[src/rtl/writeback_stage_pkg.sv]
// Shared pipeline definitions for the writeback stage:
// ctrl bits, static-block layout, bypass layout, FSM states.
package writeback_stage_pkg;

  localparam int CTRL_W     = 3;
  localparam int CTRL_WE    = 0;
  localparam int CTRL_LOAD  = 1;
  localparam int CTRL_STORE = 2;

  localparam int BYP_VALID  = 0;

  function automatic int static_w(
    input int reg_addr_w,
    input int addr_w
  );
    return reg_addr_w + CTRL_W + addr_w;
  endfunction

  function automatic int pc_lsb();
    return 0;
  endfunction

  function automatic int ctrl_lsb(input int addr_w);
    return addr_w;
  endfunction

  function automatic int rd_lsb(input int addr_w);
    return addr_w + CTRL_W;
  endfunction

  typedef enum logic [1:0] {
    ST_EMPTY  = 2'd0,
    ST_COMMIT = 2'd1,
    ST_MEM    = 2'd2
  } wb_state_e;

endpackage

[src/rtl/writeback_stage.sv]
// Writeback stage: latches ALU results, runs load/store on a
// ready-handshaked memory, drives reg write port and bypass.
//
// Ports: clk/reset (sync, active-high); W_valid_in, W_result,
// W_store_data, W_static_in from ALU; W_static_out, W_stall
// upstream; W_addr_rd/W_rd/W_We reg write; W_d/W_bypass to
// decode forwarding; mem_* data memory handshake.
module writeback_stage
  import writeback_stage_pkg::*;
#(
  parameter int REG_ADDRESS_SIZE = 5,
  parameter int REG_SIZE         = 32,
  parameter int ADDRESS_SIZE     = 32
) (
  input  logic                   clk,
  input  logic                   reset,
  input  logic                   W_valid_in,
  input  logic [REG_SIZE-1:0]    W_result,
  input  logic [REG_SIZE-1:0]    W_store_data,
  input  logic [REG_ADDRESS_SIZE+CTRL_W+ADDRESS_SIZE-1:0]
                                 W_static_in,
  output logic [REG_ADDRESS_SIZE+CTRL_W+ADDRESS_SIZE-1:0]
                                 W_static_out,
  output logic                   W_stall,
  output logic [REG_ADDRESS_SIZE-1:0]
                                 W_addr_rd,
  output logic [REG_SIZE-1:0]    W_rd,
  output logic                   W_We,
  output logic [REG_ADDRESS_SIZE:0]
                                 W_d,
  output logic [REG_SIZE-1:0]    W_bypass,
  output logic                   mem_req,
  output logic                   mem_we,
  output logic [ADDRESS_SIZE-1:0] mem_addr,
  output logic [REG_SIZE-1:0]    mem_wdata,
  input  logic                   mem_ready,
  input  logic [REG_SIZE-1:0]    mem_rdata
);

  localparam int SW = static_w(REG_ADDRESS_SIZE, ADDRESS_SIZE);
  localparam int CL = ctrl_lsb(ADDRESS_SIZE);
  localparam int RL = rd_lsb(ADDRESS_SIZE);

  wb_state_e               state;
  logic [SW-1:0]           static_q;
  logic [REG_SIZE-1:0]     result_q;
  logic [REG_SIZE-1:0]     sdata_q;

  logic [CTRL_W-1:0]       ctrl_q;
  logic [CTRL_W-1:0]       ctrl_in;
  logic [REG_ADDRESS_SIZE-1:0] rd_q;
  logic                    accept;
  logic                    in_mem;
  logic                    commit;

  assign ctrl_q  = static_q[CL +: CTRL_W];
  assign ctrl_in = W_static_in[CL +: CTRL_W];
  assign rd_q    = static_q[RL +: REG_ADDRESS_SIZE];

  assign in_mem  = (state == ST_MEM);
  assign commit  = (state == ST_COMMIT);
  assign accept  = W_valid_in & ~in_mem;

  always_ff @(posedge clk) begin
    if (reset) begin
      state    <= ST_EMPTY;
      static_q <= '0;
      result_q <= '0;
      sdata_q  <= '0;
    end else begin
      unique case (1'b1)
        in_mem: begin
          if (mem_ready) begin
            // load wins over store when both bits are set
            if (ctrl_q[CTRL_LOAD]) begin
              result_q <= mem_rdata;
              state    <= ST_COMMIT;
            end else begin
              state    <= ST_EMPTY;
            end
          end
        end
        accept: begin
          static_q <= W_static_in;
          result_q <= W_result;
          sdata_q  <= W_store_data;
          if (ctrl_in[CTRL_LOAD] | ctrl_in[CTRL_STORE])
            state <= ST_MEM;
          else
            state <= ST_COMMIT;
        end
        default: state <= ST_EMPTY;
      endcase
    end
  end

  assign W_stall      = in_mem;
  assign W_static_out = static_q;

  assign W_We      = commit & ctrl_q[CTRL_WE];
  assign W_addr_rd = rd_q;
  assign W_rd      = result_q;
  assign W_bypass  = result_q;

  always_comb begin
    W_d            = '0;
    W_d[BYP_VALID] = W_We;
    W_d[REG_ADDRESS_SIZE:1] = rd_q;
  end

  assign mem_req   = in_mem;
  assign mem_we    = in_mem & ctrl_q[CTRL_STORE]
                     & ~ctrl_q[CTRL_LOAD];
  assign mem_addr  = in_mem ? result_q[ADDRESS_SIZE-1:0] : '0;
  assign mem_wdata = in_mem ? sdata_q : '0;

endmodule
[config.mk]
export PLATFORM = sky130hd
export DESIGN_NAME = writeback_stage
export DESIGN_NICKNAME = d
export VERILOG_FILES = /design/src/rtl/writeback_stage_pkg.sv /design/src/rtl/writeback_stage.sv
export SDC_FILE = /design/constraint.sdc
export NUM_CORES = 1
export LEC_CHECK = 0
export ABC_AREA = 1
export CAP_MARGIN = 20
export CELL_PAD_IN_SITES_DETAIL_PLACEMENT = 1
export CELL_PAD_IN_SITES_GLOBAL_PLACEMENT = 1
export CORE_MARGIN = 2
export CORE_UTILIZATION = 25
export CTS_BUF_LIST = sky130_fd_sc_hd__clkbuf_8
export CTS_CLUSTER_DIAMETER = 30
export DETAILED_ROUTE_END_ITERATION = 8
export HOLD_SLACK_MARGIN = 0.06
export PLACE_DENSITY_LB_ADDON = 0.3
export SLEW_MARGIN = 20
export SYNTH_ARGS = -nofsm -noshare
export SYNTH_HDL_FRONTEND = slang
export SYNTH_SLANG_ARGS = --single-unit
[constraint.sdc]
create_clock -name clk -period 1.32 [get_ports clk]
set_input_delay 0.33 -clock clk [delete_from_list [all_inputs] [get_ports clk]]
set_output_delay 0.33 -clock clk [all_outputs]
set_load 0.03 [all_outputs]
# Yosys cells after proc, flatten, opt, wreduce, memory -nomap -nowiden
# Index checks and enable logic that the tools add are counted.
[totals]
reg_bits = 106
input_bits = 140
out_inout_bits = 183
[classes]
n_eq_ne = 4
mux = 9
bitwise = 7
reduce_logical = 2
[ops]
columns = ["operator", "count"]
rows = [
  ["32-bit two-way mux", 4],
  ["32-bit one-hot mux with 2 select lines", 1],
  ["1-bit bitwise AND", 4],
  ["2-bit two-way mux", 2],
  ["2-bit != test, second input constant", 2],
  ["2-bit one-hot mux with 2 select lines", 1],
  ["3-bit AND reduction", 1],
  ["2-bit by 1-bit equality test with 1-bit output, second input constant", 1],
  ["2-bit equality test, second input constant", 1],
  ["1-bit inverter", 2],
  ["2-bit nonzero test", 1],
  ["1-bit two-way mux", 1],
  ["1-bit OR", 1],
]

# Longest topological paths before layout
[logic_depth]
depth_word = 5
depth_mapped = 9
depth_no_buf = 7

# Worst setup path after synthesis
# OpenSTA, ideal clock, no wires.
[synth_timing]
path_kind = "reg-to-output"
from = "reg static_q[32], in the netlist W_static_out[32]"
to = "out W_d[0] (netlist bit)"
arrival_ns = 1.290
path_slack_ns = -0.300
stages_incl_launch_ff = 4
n_path_buf = 1
cell_sequence = "dfxtp_1 > nand2_1 > nor2_1 > buf_4"
[synth_between]
elab_chain_len = 1
[synth_lines]
columns = ["element", "line_no", "source"]
rows = [
  ["start: declaration", "writeback_stage.sv:45", "logic [SW-1:0] static_q;"],
  ["start signal: assignment", "writeback_stage.sv:84", "static_q <= W_static_in;"],
  ["1-bit bitwise AND", "writeback_stage.sv:100", "assign W_We = commit & ctrl_q[CTRL_WE];"],
  ["end: declaration", "writeback_stage.sv:30", "W_d,"],
]
# No other way between the ends.

# Worst setup path after layout
[layout_timing]
from = "reg state[0]"
to = "out mem_we"
[layout_between]
elab_chain_len = 3
[layout_lines]
columns = ["element", "line_no", "source"]
rows = [
  ["start: declaration", "writeback_stage.sv:44", "wb_state_e state;"],
  ["start signal: assignment", "writeback_stage.sv:66", "state <= ST_EMPTY;"],
  ["start signal: assignment", "writeback_stage.sv:77", "state <= ST_COMMIT;"],
  ["start signal: assignment", "writeback_stage.sv:79", "state <= ST_EMPTY;"],
  ["2-bit equality test", "writeback_stage.sv:60", "assign in_mem = (state == ST_MEM);"],
  ["1-bit bitwise AND", "writeback_stage.sv:112", "assign mem_we = in_mem & ctrl_q[CTRL_STORE]"],
  ["1-bit bitwise AND", "writeback_stage.sv:113", "& ~ctrl_q[CTRL_LOAD];"],
  ["end: declaration", "writeback_stage.sv:33", "output logic mem_we,"],
]
# No other way between the ends.

==> flow_summary.json <==
{
  "fin_ws_ps": -404,
  "fp.dieH_um": 148,
  "root_buffer": "clkbuf_8",
  "dp_hpwl_um": 14600,
  "r2r-end": "W_bypass[29]$_SDFFE_PP0P_",
  "setup_viol": 175,
  "gp_congestion": 0.757,
  "num-nets-final": 1237,
  "max_stage_delay_ps": 340,
  "drt_iter0_markers": 106,
  "crit_family": "buffers and inverters",
  "syn_nets": 929,
  "cp-startpoint": "state[0]$_SDFFE_PP0P_",
  "r2r_cells": 13,
  "synth_cells": 789,
  "grt_overflow": 0,
  "cts_tree": "yes",
  "violations": "negative setup slack",
  "clk_path_buf_depth": 2,
  "postSynthAreaPerCell_sq_um": 6.58,
  "ant_nets": 0,
  "worstSetupPathType": "flip-flop to primary output",
  "dr.pass1.iters": 4,
  "grt_pass1_wl_um": 30800,
  "viasPerCell": 4.36,
  "worstSetupEndpointType": "primary output",
  "setup_tns_ps": -50620,
  "dieArea_sq_um": 21900,
  "area_delta_synth_final_pct": 90.5,
  "antenna_found_initial": 1,
  "wl_per_cell_um": 16.2,
  "dp_slack_ps": -366,
  "worstHoldStart": "sdata_q[23]$_SDFFE_PP0N_",
  "rrSetupSlack_ps": -390,
  "path_buf_inv": 3,
  "htreeDepth": 3,
  "async_flop_share_pct": 0,
  "critPathMaxFanout": 3,
  "yosys.cell_types.count": 18,
  "dpl.cell_count": 1328,
  "path_cells": "buf_4 > buf_6 > nor2_4 > nand2_2 > nor2_4 > buf_6",
  "synth_area_sq_um": 5190,
  "cp.required_ps": 990,
  "endpoint": "mem_we",
  "final_layout_size_suffix_gt1_share_pct": 38.3,
  "clock_latency_ps": 380,
  "io_pins": 323,
  "wirelength_um": 22200,
  "status": "finished, violations left",
  "portBuffers": 322,
  "hp-class": "flip-flop to flip-flop",
  "worstSetupStartpointType": "flip-flop",
  "regToRegStartpoint": "state[0]$_SDFFE_PP0P_",
  "die_w_um": 148,
  "gr-usage-all-layers_pct": 17.7,
  "crit_path_top_delay_cell": "dfxtp_2",
  "numCtsBuffers": 9,
  "slew_headroom_pct": 84.7,
  "grt_pass1_vias": 5883,
  "synthFlopType": "dfxtp_1",
  "synth-seq-cells": 106,
  "cp.arrival_ps": 1390,
  "cap_viol_max_count": 0,
  "ir_drop_v": 0.000629,
  "cts.sinks": 106,
  "worst_pin_slew_ps": 230,
  "rsz0062_at_grt": "true",
  "synth_edf_count": 0,
  "seq_area_frac_synth_pct": 40.8,
  "drv_slew": 0,
  "core_sq_um": 20300,
  "synth_warnings": 0,
  "rows": 52,
  "finalCritPeriodShare_pct": 131,
  "clk_pin_slew_worst_paths_ps": 100,
  "initial_core_util_pct": 25.6,
  "grt_max_degree": 77,
  "power.density_nw_per_um2": 959,
  "cp.depth": 6,
  "finalHoldViolCount": 0,
  "fin_crit_ps": 1720,
  "vias": 5976,
  "leakagePower_nw": 4.51,
  "n_antenna_cell": 0,
  "fin_skew_ps": 14.2,
  "timing.fmax_mhz": 580,
  "drc_errors": 0,
  "stdcell_count": 1372
}
-- Yosys cell counts, types with 3 or more instances --
cell	count	area (sq um)
a21oi_1	34	170
buf_2	16	80.1
buf_4	47	353
buf_6	15	169
clkbuf_1	12	45.0
clkbuf_2	3	15.0
dfxtp_1	106	2120
inv_1	99	372
nand2_1	101	379
nand2_2	4	25.0
nand3_1	32	160
nor2_1	242	908
o21ai_0	72	360
-- through the flow --
stage / utilization (%) / power (W) / instance area (sq um) / hold slack (ps)
6_report: 48.8 / 0.00949 / 9900 / 487
5_1_grt: 48.8 / 0.0100 / 9900 / 511
4_1_cts: 44.9 / 0.00918 / 9110 / 481
3_5_place_dp: 41.7 / 0.00689 / 8470 / 450
3_3_place_gp: 41.7 / 0.00683 / 8470 / 448
2_1_floorplan: - / 0.00558 / 5360 / 392
-- how the worst min path moves through the flow --
stage | end | slack, ps | depth (start not counted)
after floorplan | state[1]$_SDFFE_PP0P_ | 390 | 1
after global placement | sdata_q[31]$_SDFFE_PP0N_ | 450 | 2
after detailed placement | sdata_q[31]$_SDFFE_PP0N_ | 450 | 2
after CTS | sdata_q[11]$_SDFFE_PP0N_ | 480 | 2
after global routing | sdata_q[23]$_SDFFE_PP0N_ | 510 | 2
final | sdata_q[23]$_SDFFE_PP0N_ | 490 | 2
-- cell type report --
cell class                      count  area, sq um
Fill cell                        2451        10400
Timing Repair Buffer              391         4260
Multi-Input combinational cell    488         2550
Sequential cell                   106         2160
Inverter                          101          387
Tap cell                          270          338
Clock buffer                       11          151
Clock inverter                      5         46.3
-- placed cells by master (no fill, tap or decap), types with 3 or more instances in the layout --
cell type	instances
clkbuf_8	11
dfxtp_2	29
nor2_2	60
buf_16	5
buf_4	125
nor2_4	34
a21oi_2	8
a21oi_1	26
nand2_2	3
inv_2	3
clkdlybuf4s50_1	139
inv_1	97
o21ai_0	39
clkbuf_16	9
nor2_1	149
nand3_1	32
buf_12	31
nand2_1	97
o21ai_2	7
o21ai_1	25
dfxtp_1	76
buf_6	73
buf_8	8
inv_8	3
nand2_8	3
-- power breakdown --
group          internal (W)  switching [W]
Combinational       0.00170        0.00202
Sequential          0.00350       0.000195
Clock              0.000822        0.00125
-- repair_timing --
| action | CTS | global route |
|---|---|---|
| hold endpoints to repair | 0 | 0 |
| pin swaps | 4 | 9 |
| gates cloned | 4 | 14 |
| gates resized for setup | 97 | 155 |
| hold buffers | 0 | 0 |
| buffers inserted | 3 | 11 |
| endpoints found under the setup margin | 119 | 198 |
-- registers in the layout (all words and copies together), names as in the netlist --
name and count:
W_bypass 32, W_static_out 40, sdata_q 32, state 2
-- worst register-to-register path: cells and delay by family, from the launching register on --
kind / cells / cell delay (ps)
and+or+nand+nor: 6 / 490
DFF: 1 / 340
buffers and inverters: 7 / 790
-- logic make-up (layout without fill, tap and decap cells) --
kind of cell / after synthesis / count (layout) / share of synthesized area (%)
and+or+nand+nor: 382 / 382 / 28.8
buffers and inverters: 195 / 508 / 20.1
AOI/OAI and AO/OA: 106 / 106 / 10.2
DFF: 106 / 106 / 40.8
-- metal layers --
| layer | vias up | GRT usage [%] | part of all wire, % |
|---|---|---|---|
| met5 | - | 0 | 0.059 |
| met4 | 2 | 5.29 | 1.7 |
| met3 | 25 | 5.21 | 7.2 |
| met2 | 207 | 31.8 | 51 |
| met1 | 2796 | 20.3 | 40 |
| li1 | 2946 | - | - |
Power figures use the tool's default switching activity.
